<file path="src/rtl/spi_adc_rx.sv">
// -----------------------------------------------------------------------------
// spi_adc_rx
// SPI mode-0 master receiver: reads one DataWidth-bit sample from a serial ADC
// for each accepted start request. Asserts chip select, runs the serial clock,
// shifts in MISO MSB-first on every sclk rising edge and presents the word
// with a one-cycle valid strobe when chip select is released.
//
// Ports
//   clk_i    in   system clock, all logic on rising edge
//   rst_i    in   asynchronous active-high reset
//   start_i  in   request one frame, only honoured in IDLE
//   miso_i   in   serial data from the ADC
//   sclk_o   out  SPI clock, idle low
//   cs_n_o   out  chip select, active low
//   data_o   out  last received word, MSB = first bit on the wire
//   valid_o  out  one-cycle strobe when data_o is updated
//   busy_o   out  high from start acceptance until the CS quiet time ends
//
// State  | meaning
// IDLE   | waiting for start_i, CS high, sclk low
// SETUP  | CS low, ClkDiv cycles before the first sclk rise
// SHIFT  | sclk toggling, MISO captured on each rise
// DONE   | CS high quiet time, valid_o on its first cycle
// -----------------------------------------------------------------------------
module spi_adc_rx #(
    parameter int DataWidth = 16,
    parameter int ClkDiv    = 4,
    parameter int CntWidth  = 5
) (
    input  logic                 clk_i,
    input  logic                 rst_i,
    input  logic                 start_i,
    input  logic                 miso_i,
    output logic                 sclk_o,
    output logic                 cs_n_o,
    output logic [DataWidth-1:0] data_o,
    output logic                 valid_o,
    output logic                 busy_o
);

    localparam int DivWidth = (ClkDiv > 2) ? $clog2(ClkDiv) : 1;
    localparam logic [DivWidth-1:0] DivLast  = DivWidth'(ClkDiv - 1);
    localparam logic [CntWidth-1:0] BitsLast = CntWidth'(DataWidth);

    typedef enum logic [1:0] {
        IDLE  = 2'd0,
        SETUP = 2'd1,
        SHIFT = 2'd2,
        DONE  = 2'd3
    } state_t;

    state_t                state_q, state_d;
    logic [DivWidth-1:0]   div_q, div_d;
    logic [CntWidth-1:0]   bit_q, bit_d;
    logic [DataWidth-1:0]  shift_q, shift_d;
    logic [DataWidth-1:0]  data_d;
    logic                  sclk_d, cs_n_d, valid_d, busy_d;
    logic                  div_wrap;

    assign div_wrap = (div_q == DivLast);

    always_ff @(posedge clk_i or posedge rst_i) begin
        if (rst_i) begin
            state_q <= IDLE;
            div_q   <= '0;
            bit_q   <= '0;
            shift_q <= '0;
            data_o  <= '0;
            sclk_o  <= 1'b0;
            cs_n_o  <= 1'b1;
            valid_o <= 1'b0;
            busy_o  <= 1'b0;
        end else begin
            state_q <= state_d;
            div_q   <= div_d;
            bit_q   <= bit_d;
            shift_q <= shift_d;
            data_o  <= data_d;
            sclk_o  <= sclk_d;
            cs_n_o  <= cs_n_d;
            valid_o <= valid_d;
            busy_o  <= busy_d;
        end
    end

    always_comb begin
        state_d = state_q;
        div_d   = div_q;
        bit_d   = bit_q;
        shift_d = shift_q;
        data_d  = data_o;
        sclk_d  = sclk_o;
        cs_n_d  = cs_n_o;
        valid_d = 1'b0;
        busy_d  = busy_o;

        unique case (state_q)
            IDLE: begin
                div_d = '0;
                if (start_i) begin
                    state_d = SETUP;
                    cs_n_d  = 1'b0;
                    busy_d  = 1'b1;
                end
            end

            SETUP: begin
                if (div_wrap) begin
                    // First sclk rise coincides with leaving SETUP, so the
                    // first bit is captured here rather than in SHIFT.
                    div_d   = '0;
                    state_d = SHIFT;
                    sclk_d  = 1'b1;
                    shift_d = (shift_q << 1) | DataWidth'(miso_i);
                    bit_d   = bit_q + CntWidth'(1);
                end else begin
                    div_d = div_q + DivWidth'(1);
                end
            end

            SHIFT: begin
                if (div_wrap) begin
                    div_d = '0;
                    if (sclk_o) begin
                        sclk_d = 1'b0;
                    end else if (bit_q == BitsLast) begin
                        // Final low phase has elapsed: release CS and publish.
                        state_d = DONE;
                        cs_n_d  = 1'b1;
                        data_d  = shift_q;
                        valid_d = 1'b1;
                    end else begin
                        sclk_d  = 1'b1;
                        shift_d = (shift_q << 1) | DataWidth'(miso_i);
                        bit_d   = bit_q + CntWidth'(1);
                    end
                end else begin
                    div_d = div_q + DivWidth'(1);
                end
            end

            DONE: begin
                if (div_wrap) begin
                    div_d   = '0;
                    state_d = IDLE;
                    busy_d  = 1'b0;
                    bit_d   = '0;
                end else begin
                    div_d = div_q + DivWidth'(1);
                end
            end

            default: begin
                state_d = IDLE;
            end
        endcase
    end

endmodule

</file>
<file path="config.mk">
export PLATFORM = sky130hd
export DESIGN_NAME = spi_adc_rx
export DESIGN_NICKNAME = d
export VERILOG_FILES = /design/src/rtl/spi_adc_rx.sv
export SDC_FILE = /design/constraint.sdc
export NUM_CORES = 1
export LEC_CHECK = 0
export BUFFER_PORTS_ARGS = -buffer_cell sky130_fd_sc_hd__buf_2
export CORE_MARGIN = 1.5
export CORE_UTILIZATION = 60
export DETAILED_ROUTE_END_ITERATION = 10
export PLACE_DENSITY_LB_ADDON = 0.08
export SYNTH_ARGS = -nofsm -noshare
export SYNTH_HDL_FRONTEND = slang
export SYNTH_SLANG_ARGS = --single-unit
export TNS_END_PERCENT = 30
</file>
<file path="constraint.sdc">
create_clock -name clk_i -period 2.9 [get_ports clk_i]
set_input_delay 0 -clock clk_i [delete_from_list [all_inputs] [get_ports clk_i]]
set_output_delay 0 -clock clk_i [all_outputs]
set_load 0.05 [all_outputs]
</file>
======== Word level (Yosys, flattened, before mapping) ========
Cells that the tools add are included.
storage, ports and cells
  bits of input ports ..................... 4
  logic and storage cells ................. 75
  output and inout bits ................... 20
  register bits ........................... 45
cells by class
  add/subtract/negate cells ............... 2
  mux-type cells .......................... 37
  reductions and logical operators ........ 13
  eq/ne operators ......................... 12
  bitwise operators ....................... 2
operator list
  cell                                                  count
  2-to-1 mux 16 bit                                     4
  one-hot mux 16 bit (2 select lines)                   1
  2-to-1 mux 5 bit                                      5
  OR 16 x 1 -> 16 bit                                   1
  one-hot mux 5 bit (3 select lines)                    1
  2-to-1 mux 1 bit                                      14
  2-to-1 mux 2 bit                                      7
  inequality test 2 bit (second input constant)         7
  AND reduction 6 bit                                   2
  AND reduction 5 bit                                   2
  one-hot mux 2 bit (4 select lines)                    1
  equality test 2 bit (second input constant)           3
  one-hot mux 1 bit (2 select lines)                    3
  AND reduction 3 bit                                   2
  nonzero test 2 bit                                    3
  adder 5 x 1 -> 5 bit (second input constant)          1
  equality test 5 bit (second input constant)           1
  one-hot mux 2 bit (2 select lines)                    1
  AND reduction 4 bit                                   1
  nonzero test 3 bit                                    1
  OR reduction 3 bit                                    1
  adder 2 x 1 -> 2 bit (second input constant)          1
  equality test 2 x 1 -> 1 bit (second input constant)  1
  zero test 2 bit                                       1
  NOT 1 bit                                             1

======== Logic depth before layout (Yosys ltp) ========
Gate-level depths: netlist (run 1).
  depth in word-level cells ............... 5
  depth in mapped cells ................... 7
  depth with buffers taken out ............ 6

======== Worst setup path before layout (run 1) ========
OpenSTA, ideal clock, no wires.
  path kind ............................... register -> register
  from .................................... reg bit_q[0]
  to ...................................... reg shift_q[0]
  arrival time ............................ 1.670 ns
  period minus slack after synthesis ...... 1.795 ns
  cell stages (with the launch flop) ...... 8
  data required time ...................... 2.775 ns
  path buffers ............................ 1
  path slack .............................. 1.105 ns
  library setup time ...................... 0.125 ns
  cells stage by stage .................... dfrtp_1 inv_1 ha_1 and4bb_4 nor3b_4 o21ai_4 buf_6 mux2_4
on the way
  cells in the longest elaborated chain, start to end .. 3
RTL lines
  item                             RTL line  text
  from (decl)                      54        logic [CntWidth-1:0] bit_q, bit_d;
  from (signal assigned)           76        bit_q <= bit_d;
  equality test 5 bit              126       end else if (bit_q == BitsLast) begin
  inequality test 2 bit (no line)  n/a
  AND reduction 5 bit (no line)    n/a
  to (signal assigned)             77        shift_q <= shift_d;
  to (decl)                        55        logic [DataWidth-1:0] shift_q, shift_d;
No other way between the ends.
A chain may end at the register's enable or synchronous reset.

======== Final worst setup path (run 1) ========
  from .................................... reg state_q[0]
  to ...................................... reg shift_q[11]
on the way
  cells in the longest elaborated chain, start to end .. 3
  elaborated cells on any way between the ends .. 9
  classes of those cells .................. 6 x eq/ne; 1 x mux; 2 x reduce/logical
RTL lines
  item                                                                          RTL line  text
  from (decl)                                                                   52        state_t state_q, state_d;
  from (signal assigned)                                                        74        state_q <= state_d;
  equality test 2 bit / equality test 2 x 1 -> 1 bit (equally long branches)    97        unique case (state_q)
  inequality test 2 bit (no line) / nonzero test 2 bit (equally long branches)  n/a
  AND reduction 5 bit (no line)                                                 n/a
Several ways; a longest one is shown, not always the timed one.

==> results.toml, run 1 <==
[routing]
drc = 0
drt-pass1-iter-count = 4
wl_per_cell_um = 14.4
num_vias = 1189
antenna_left = 0
drt_iter0_drc = 54
vias_per_cell = 5.53
routed_wl_mm = 3.09

[logic_synthesis]
synth-seq-cells = 45
ys_seq_area_share_pct = 55.8
synthCells = 141
synth_cell_types = 39
yosysWarnings = 0
syn_area_per_cell_um2 = 14.3
synth_nets = 152
synthesis.area_mm2 = 0.00202

[place]
placed_area_mm2 = 0.00216
portBuffers = 23
globalplace.congestion = 0.742
dp_hpwl_mm = 2.13

[cells_and_area]
antenna_cells = 0
fill_cells = 221
nets = 181
final_core_util_pct = 71.8
drive_above_1_share_pct = 39.8
design_area_mm2 = 0.00224
synthToLayoutAreaGrowth_pct = 11.1

[power_and_ir_drop]
combPwrFrac_pct = 34.7
swShare_pct = 36.4
power_leakage_uw = 0.00117
ir_drop_v = 0.000562
p_per_area_mw_per_mm2 = 782
p_total_uw = 1760
power_frac_seq_pct = 48.0
intPower_uw = 1120
switchingPower_uw = 638
power_frac_clock_pct = 17.3

[setup_path]
crit_slowest_cell = "o21ai_4"
worstReg2RegStart = "state_q[0]$_DFFE_PP0P_"
crit_path_max_incr_delay_ps = 550
crit_required_ps = 3150
worstSetupStartpointType = "register"
path_class = "reg2reg"
cp_max_fo = 16
crit_arrival_ps = 2300
path_buf_inv = 1
worstPathCellList = "inv_1 > ha_1 > nor2b_1 > o21ai_4 > mux2_2"
startpoint = "state_q[0]$_DFFE_PP0P_"
cpLargestDelayFamily = "compound AO/OA/AOI/OAI gates"
crit_path_end_kind = "register"

[die]
ios = 24
fp.dieArea_mm2 = 0.00372
die_w_um = 61.0
coreArea_mm2 = 0.00313
start_util_pct = 64.6
chipHeight_um = 61.0
fp-row-count = 20

[sta]
slew_headroom_pct = 50.7
rsz0062_at_grt = "false"
finalHoldViolCount = 0
tightest_slew_ps = 739
tns_ps = 0
finalMaxSlewViolations = 0
setup_viol = 0
fin_crit_sh_pct = 70.9
timing.fmax_mhz = 486
period_needed_ps = 2060
clock_skew_ps = 6.08

[grt]
grt_max_degree = 27
grt_antenna_before_repair = 0
grt_pass1_vias = 1195
use_met1_pct = 28.1
globalRouteTotalUtil_pct = 20.8
overflow = 0
gr-usage-met2_pct = 31.9
grt_pass1_wl_mm = 5.62
grt_util_met3_pct = 6.93
busiest_layer = "met2"

[clocking]
clock_latency_ps = 350
cts_resized = 0
root_buffer = "clkbuf_4"
clk_pin_slew_worst_paths_ps = 140
ctsHtreeMaxLevel = 2
numCtsBuffers = 5
cts_tree = "yes"
cts_setup_buffers = 0
cts_num_sinks = 45
clock_path_buffers = 2

[flow_run]
maxCapViolCount = 0

[hold_path]
hp-class = "in2async"

[run_status]
outcome = "complete, no violations"
Yosys cell counts:
cell / number / area share [%]
a22oi_1: 1 / 0.37
a21boi_1: 1 / 0.37
mux2_4: 10 / 7.4
o211ai_1: 1 / 0.37
o21ai_4: 1 / 0.81
a31oi_1: 2 / 0.62
ha_1: 7 / 4.3
nand2b_1: 3 / 0.93
nor3_1: 1 / 0.25
buf_6: 3 / 1.7
mux2_2: 17 / 9.5
nor2_4: 1 / 0.56
nor2b_1: 2 / 0.62
inv_1: 6 / 1.1
mux2_1: 6 / 3.3
o31ai_2: 1 / 0.62
a21oi_1: 1 / 0.25
o22a_1: 1 / 0.43
o21ai_0: 5 / 1.2
nor3b_1: 1 / 0.37
nand3_2: 1 / 0.50
o31ai_1: 1 / 0.37
nor4b_1: 1 / 0.43
or3b_1: 1 / 0.43
dfstp_2: 1 / 1.3
a2bb2oi_2: 1 / 0.74
o21a_1: 2 / 0.74
and4bb_4: 1 / 0.81
buf_2: 1 / 0.25
clkbuf_1: 1 / 0.19
o21bai_1: 1 / 0.37
or2_4: 1 / 0.43
a211o_1: 1 / 0.43
a22o_1: 1 / 0.43
nand3_1: 2 / 0.50
dfrtp_1: 44 / 54
nor3b_4: 1 / 0.93
nor2_1: 2 / 0.37
nand2_1: 6 / 1.1
worst min-delay path, cell delays in order:
cell and delay (ps):
dlygate4sd3_1 540, buf_2 120, inv_1 530
layout by cell type (no fill, tap or decap), types with 2 or more instances in the layout:
cell | synthesis | final
a31oi_1 | 2 | 2
buf_2 | 1 | 23
clkbuf_4 | 0 | 5
dfrtp_1 | 44 | 44
dlygate4sd3_1 | 0 | 3
ha_1 | 7 | 7
inv_1 | 6 | 6
mux2_1 | 6 | 6
mux2_2 | 17 | 17
mux2_4 | 10 | 10
nand2_1 | 6 | 6
nand2b_1 | 3 | 3
nand3_1 | 2 | 2
nor2_1 | 2 | 2
nor2b_1 | 2 | 2
o21a_1 | 2 | 2
o21ai_0 | 5 | 5
cell families after synthesis:
logic type / share of synthesized area, %
DFF: 55.8
muxes: 20.2
buffers and inverters: 3.22
adders and majority gates: 4.33
and+or+nand+nor: 8.24
AOI/OAI and AO/OA: 8.17
power groups by stage:
stage	clock network [uW]	registers [uW]	logic, uW
after detailed placement	0	856	609
after CTS	315	843	619
after floorplan	0	871	482
after global placement	0	846	584
after global routing	341	860	691
final	303	843	610
flip-flops by register name, indices dropped and copies added (netlist names):
register	cells
bit_q	5
busy_o	1
cs_n_o	1
data_o	16
div_q	2
sclk_o	1
shift_q	16
state_q	2
valid_o	1
stage by stage:
stage | setup WS (ps) | cells | hold WS, ps
after floorplan | 1110 | 141 | 149
after global placement | 905 | 204 | 142
after detailed placement | 849 | 204 | 153
after CTS | 831 | 215 | 319
after global routing | 701 | 215 | 360
final | 844 | 215 | 310
routing by layer:
metal | part of all wire, % | wire, um | up-vias
met5 | 0 | 0 | -
met4 | 0.87 | 27 | 0
met3 | 3.8 | 116 | 4
met2 | 48 | 1470 | 28
met1 | 48 | 1470 | 592
li1 | - | - | 565
final cells by class:
class,instances,area [um2],share of cell area (%)
clock inverters,3,21.3,0.948
inverters,6,22.5,1.00
flip-flops and latches,45,1130,50.2
clock buffers,5,37.5,1.67
repair buffers,27,153,6.80
multi-input cells,85,828,36.9
well taps,44,55.1,2.45
timing repair:
action,CTS,global route
endpoints found under the setup margin,0,0
hold buffers,3,0
hold endpoints to repair,20,0
worst paths after layout:
| check | to | slack [ps] | depth (start not counted) |
|---|---|---|---|
| max in group asynchronous | bit_q[0]$_DFFE_PP0P_ | 1780 | 4 |
| worst max-delay path | shift_q[11]$_DFFE_PP0P_ | 840 | 5 |
| worst min register to register | div_q[0]$_DFF_PP0_ | 440 | 1 |
| worst min-delay path | data_o[2]$_DFFE_PP0P_ | 310 | 3 |
| worst max register to register | shift_q[11]$_DFFE_PP0P_ | 840 | 5 |
| min in group clk_i | shift_q[0]$_DFFE_PP0P_ | 400 | 3 |
Power figures use the tool's default switching activity.
==> inputs of run 2 (changes only) <==
ABC_AREA = 1   (was default)
CORE_UTILIZATION = 57   (was 60)
clock period = 2 ns   (was 2.9 ns; I/O delays follow)
==> results.toml, run 2 <==
[clocking]
clock_latency_ps = 290
cts_tree = "yes"
clk_pin_slew_worst_paths_ps = 80
numCtsBuffers = 5
ctsHtreeMaxLevel = 2
clock_path_buffers = 2
cts_num_sinks = 45
cts_setup_buffers = 0
root_buffer = "clkbuf_8"

[grt]
globalRouteTotalUtil_pct = 22.4
grt_pass1_vias = 1618
grt_max_degree = 34
grt_pass1_wl_mm = 7.22
grt_antenna_before_repair = 0
overflow = 0

[sta]
finalHoldViolCount = 0
fin_crit_sh_pct = 86.5
setup_viol = 0
tns_ps = 0
tightest_slew_ps = 546
period_needed_ps = 1730
finalMaxSlewViolations = 0
timing.fmax_mhz = 578
worst_slack_ps = 271
clock_skew_ps = 10.2
slew_headroom_pct = 63.4
rsz0062_at_grt = "false"

[die]
coreArea_mm2 = 0.00344
ios = 24
fp-row-count = 21
die_w_um = 64.0
start_util_pct = 61.7
chipHeight_um = 64.0
fp.dieArea_mm2 = 0.00410

[logic_synthesis]
yosysWarnings = 0
synthCells = 244
synth_nets = 255
async_flop_share_pct = 100
synth_flop_cell = "dfrtp_1"
synthAdderAreaFrac_pct = 4.12
synth_top_family_by_area = "simple AND/OR/NAND/NOR gates"
ys_seq_area_share_pct = 53.1
synth_most_common_cell = "nand2_1"
synthTopCellsByArea = "dfrtp_1, nand2_1, inv_1"
syn_area_per_cell_um2 = 8.70
synth_common_cells = "nand2_1, dfrtp_1, inv_1, nand4_1, o21ai_1"
synth_compound_area_share_pct = 4.95
synth-simple-area-share_pct = 27.8
synth_top_cell_by_area = "dfrtp_1"
synth_xor_area_share_pct = 0.412
synth-seq-cells = 45
synth_edf_count = 0
synthesis.area_mm2 = 0.00212
synthMuxAreaShare_pct = 0
synth_top_area_share_pct = 51.9
synth_cell_types = 23

[setup_path]
worstPathCellList = "inv_1 > ha_1 > nor2_2 > nand2_1 > nand2_1 > nand3_1 > nand2_1 > nand2_1"
worstSetupStartpointType = "register"
crit_arrival_ps = 1910
crit_top_cell = "nand2_1"
crit_slowest_cell = "dfrtp_1"
path_class = "reg2reg"
crit_path_end_kind = "register"
cp_max_fo = 7
crit_required_ps = 2180
path_buf_inv = 1
crit_path_max_incr_delay_ps = 400
cpLargestDelayFamily = "simple AND/OR/NAND/NOR gates"

[power_and_ir_drop]
swShare_pct = 39.9
power_frac_clock_pct = 22.9
intPower_uw = 1760
p_per_area_mw_per_mm2 = 1220
power_leakage_uw = 0.00129
combPwrFrac_pct = 36.0
ir_drop_v = 0.000851
switchingPower_uw = 1170
power_frac_seq_pct = 41.1

[routing]
routed_wl_mm = 3.81
wl_met1_mm = 1.92
num_vias = 1624
wl_met3_um = 138
vias_per_cell = 5.11
route.met2.wl_mm = 1.75
drc = 0
wl_per_cell_um = 12.0
drt-pass1-iter-count = 4
antenna_left = 0
top_layer = "met3"
drt_iter0_drc = 96

[place]
pre_cts_ws_ps = 308
portBuffers = 23
globalplace.congestion = 0.833
dp_hpwl_mm = 2.66

[cells_and_area]
final_cell_mix = "nand2_1, dfrtp_1, inv_1, buf_2, nand4_1"
final_common_cell = "nand2_1"
synthToLayoutAreaGrowth_pct = 12.5
nets = 282
antenna_cells = 0
reg_top3 = "data_o x16, shift_q x16, bit_q x5"
drive_above_1_share_pct = 15.4

[run_status]
outcome = "complete, no violations"

[hold_path]
hp-class = "in2reg"

[flow_run]
maxCapViolCount = 0
==> run 2: stage by stage <==
stage	cells	total power, uW	hold WS, ps	util (%)	cell area, um2
floorplan	244	2050	130	-	2120
global placement	308	2220	-31.2	65.6	2260
detailed placement	308	2260	-26.2	65.6	2260
CTS	318	2940	173	69.4	2390
global route	318	3180	216	69.4	2390
finish	318	2930	179	69.4	2390
==> run 2: metal layers <==
layer  vias up  global-route usage, %
met4         0                   6.79
met3         0                   5.11
met5         -                      0
met1       754                   31.5
met2        42                   34.8
li1        828                      -
==> run 2: repair_timing <==
| action | CTS | global route |
|---|---|---|
| resized for setup | 0 | 0 |
| hold buffers | 2 | 0 |
| endpoints found under the hold margin | 12 | 0 |
==> run 2: final cells by class <==
type / count / area [um2]
clock buffer: 6 / 72.6
clock inverter: 2 / 38.8
fill: 297 / 1050
inverter: 37 / 144
multi-input combinational: 154 / 791
sequential: 45 / 1130
tap: 46 / 57.6
timing repair buffer: 28 / 158
==> run 2: power groups by stage <==
stage	registers, uW	logic [uW]	clock network, uW
2_1_floorplan	1260	784	0
3_3_place_gp	1210	1010	0
3_5_place_dp	1220	1040	0
4_1_cts	1200	1050	687
5_1_grt	1230	1210	735
6_report	1200	1050	669
==> run 2: tightest hold or removal path, delay by kind of cell <==
family / cells / cell delay [ps]
and+or+nand+nor: 1 / 50
buffers and inverters: 1 / 80
AOI/OAI and AO/OA: 2 / 290
==> run 2: path summary, 6_finish.rpt <==
| path | from | end | slack [ps] | depth (start not counted) |
|---|---|---|---|---|
| max | state_q[0]$_DFFE_PP0P_ | bit_q[3]$_DFFE_PP0P_ | 270 | 8 |
| min in group asynchronous | rst_i | busy_o$_DFFE_PP0P_ | 210 | 3 |
| max reg2reg | state_q[0]$_DFFE_PP0P_ | bit_q[3]$_DFFE_PP0P_ | 270 | 8 |
| min | start_i | busy_o$_DFFE_PP0P_ | 180 | 4 |
| max in group asynchronous | rst_i | sclk_o$_DFFE_PP0P_ | 1190 | 4 |
| min reg2reg | div_q[0]$_DFF_PP0_ | div_q[0]$_DFF_PP0_ | 440 | 1 |
==> run 2: cells by family after synthesis <==
logic type               Yosys count
flip-flops                        45
AO/OA/AOI/OAI                     21
adder cells (fa/ha/maj)            7
AND/OR/NAND/NOR                  125
XOR/XNOR                           1
buffers and inverters             45
==> inputs of run 3 (changes only) <==
RECOVER_POWER = 100   (was default)
==> results.toml, run 3 (synthesis results as in run 2) <==
[cells_and_area]
final_cell_mix = "nand2_1, dfrtp_1, inv_1, clkbuf_1, nand4_1"
reg_top3 = "data_o x16, shift_q x16, bit_q x5"
final_common_cell = "nand2_1"
antenna_cells = 0
nets = 282
drive_above_1_share_pct = 6.99
synthToLayoutAreaGrowth_pct = 10.8
final_core_util_pct = 68.4

[routing]
wl_per_cell_um = 12.1
drc = 0
drt_iter0_drc = 126
drt-pass1-iter-count = 4
routed_wl_mm = 3.84
num_vias = 1623
antenna_left = 0
vias_per_cell = 5.10

[grt]
globalRouteTotalUtil_pct = 22.4
grt_antenna_before_repair = 0
grt_pass1_vias = 1618
grt_pass1_wl_mm = 7.22
overflow = 0
grt_max_degree = 34

[power_and_ir_drop]
ir_drop_v = 0.000842
p_total_uw = 2900
power_leakage_uw = 0.00120
p_per_area_mw_per_mm2 = 1230

[place]
globalplace.congestion = 0.833
pre_cts_ws_ps = 308
portBuffers = 23
dp_hpwl_mm = 2.66

[sta]
fin_crit_sh_pct = 88.6
clock_skew_ps = 9.84
hold-worst-slack_ps = 178
timing.fmax_mhz = 564
tightest_slew_ps = 1130
tns_ps = 0
rsz0062_at_grt = "false"
finalMaxSlewViolations = 0
finalHoldViolCount = 0
setup_viol = 0
period_needed_ps = 1770
worst_slack_ps = 228
slew_headroom_pct = 24.8

[clocking]
clk_pin_slew_worst_paths_ps = 80
clock_path_buffers = 2
cts_num_sinks = 45
clock_latency_ps = 280
cts_tree = "yes"
numCtsBuffers = 5
cts_setup_buffers = 0
root_buffer = "clkbuf_8"
ctsHtreeMaxLevel = 2

[setup_path]
crit_arrival_ps = 1950
worstSetupStartpointType = "register"
worstPathCellList = "inv_1 > ha_1 > nor2_1 > nand2_1 > nand2_1 > nand3_1 > nand2_1 > nand2_1"
worstSetupEndpoint = "bit_q[3]$_DFFE_PP0P_"
crit_required_ps = 2180
cpLargestDelayFamily = "simple AND/OR/NAND/NOR gates"
path_class = "reg2reg"
worstReg2RegStart = "state_q[0]$_DFFE_PP0P_"
path_buf_inv = 1
crit_path_max_incr_delay_ps = 400
crit_top_cell = "nand2_1"
cp_max_fo = 7
startpoint = "state_q[0]$_DFFE_PP0P_"
r2r_cells = 8
path_depth = 8
crit_slowest_cell = "dfrtp_1"
r2r_end = "bit_q[3]$_DFFE_PP0P_"
reg2reg_slack_ps = 230
crit_path_end_kind = "register"

[hold_path]
hp-class = "in2reg"

[flow_run]
maxCapViolCount = 0

[die]
fp.dieArea_mm2 = 0.00410
ios = 24
start_util_pct = 61.7
die_w_um = 64.0
chipHeight_um = 64.0
coreArea_mm2 = 0.00344
fp-row-count = 21

[run_status]
outcome = "complete, no violations"
[run 3: cell types whose count changed in the layout (fill, tap and decap cells not counted), sizes merged]
cell	delta
buf	-22
clkbuf	+22
[run 3: layout make-up]
cell class	count	area, um2
clock buffers	6	72.6
clock inverters	2	38.8
fillers	310	1090
inverters	37	144
multi-input cells	154	788
flip-flops and latches	45	1130
well taps	46	57.6
repair buffers	28	125
[run 3: worst min-delay path by stage]
stage	start	to	slack [ps]	cells after the start
3_5_place_dp	rst_i	busy_o$_DFFE_PP0P_	-30	2
6_report	start_i	busy_o$_DFFE_PP0P_	180	4
4_1_cts	start_i	busy_o$_DFFE_PP0P_	170	4
3_3_place_gp	rst_i	busy_o$_DFFE_PP0P_	-30	2
2_1_floorplan	miso_i	shift_q[0]$_DFFE_PP0P_	130	2
5_1_grt	start_i	busy_o$_DFFE_PP0P_	220	4
[run 3: layer usage]
| metal | vias to the layer above | track usage [%] | share of wire (%) |
|---|---|---|---|
| met5 | - | 0 | 0 |
| met4 | 0 | 6.79 | 0.60 |
| met3 | 2 | 5.11 | 3.9 |
| met2 | 39 | 34.8 | 46 |
| met1 | 755 | 31.5 | 49 |
| li1 | 827 | - | - |
[run 3: repair_timing]
| action | 4_1_cts | 5_1_grt |
|---|---|---|
| hold endpoints to repair | 12 | 0 |
| gates resized for setup | 0 | 0 |
| hold buffers | 2 | 0 |
[run 3: worst reg2reg max path, cell delays in order (launching register included)]
cell and delay, ps:
dfrtp_1 400, inv_1 80, ha_1 290, nor2_1 250
nand2_1 80, nand2_1 190, nand3_1 220, nand2_1 110
nand2_1 60
[run 3: power breakdown]
group	total [uW]	internal (uW)	switching (uW)
clock	666	375	291
sequential	1200	1070	137
combinational	1030	302	725
total	2900	1740	1150
[run 3: metrics by stage]
step / instances / area [um2]
after floorplan: 244 / 2120
after global placement: 308 / 2260
after detailed placement: 308 / 2260
after CTS: 318 / 2390
after global routing: 318 / 2350
final: 318 / 2350
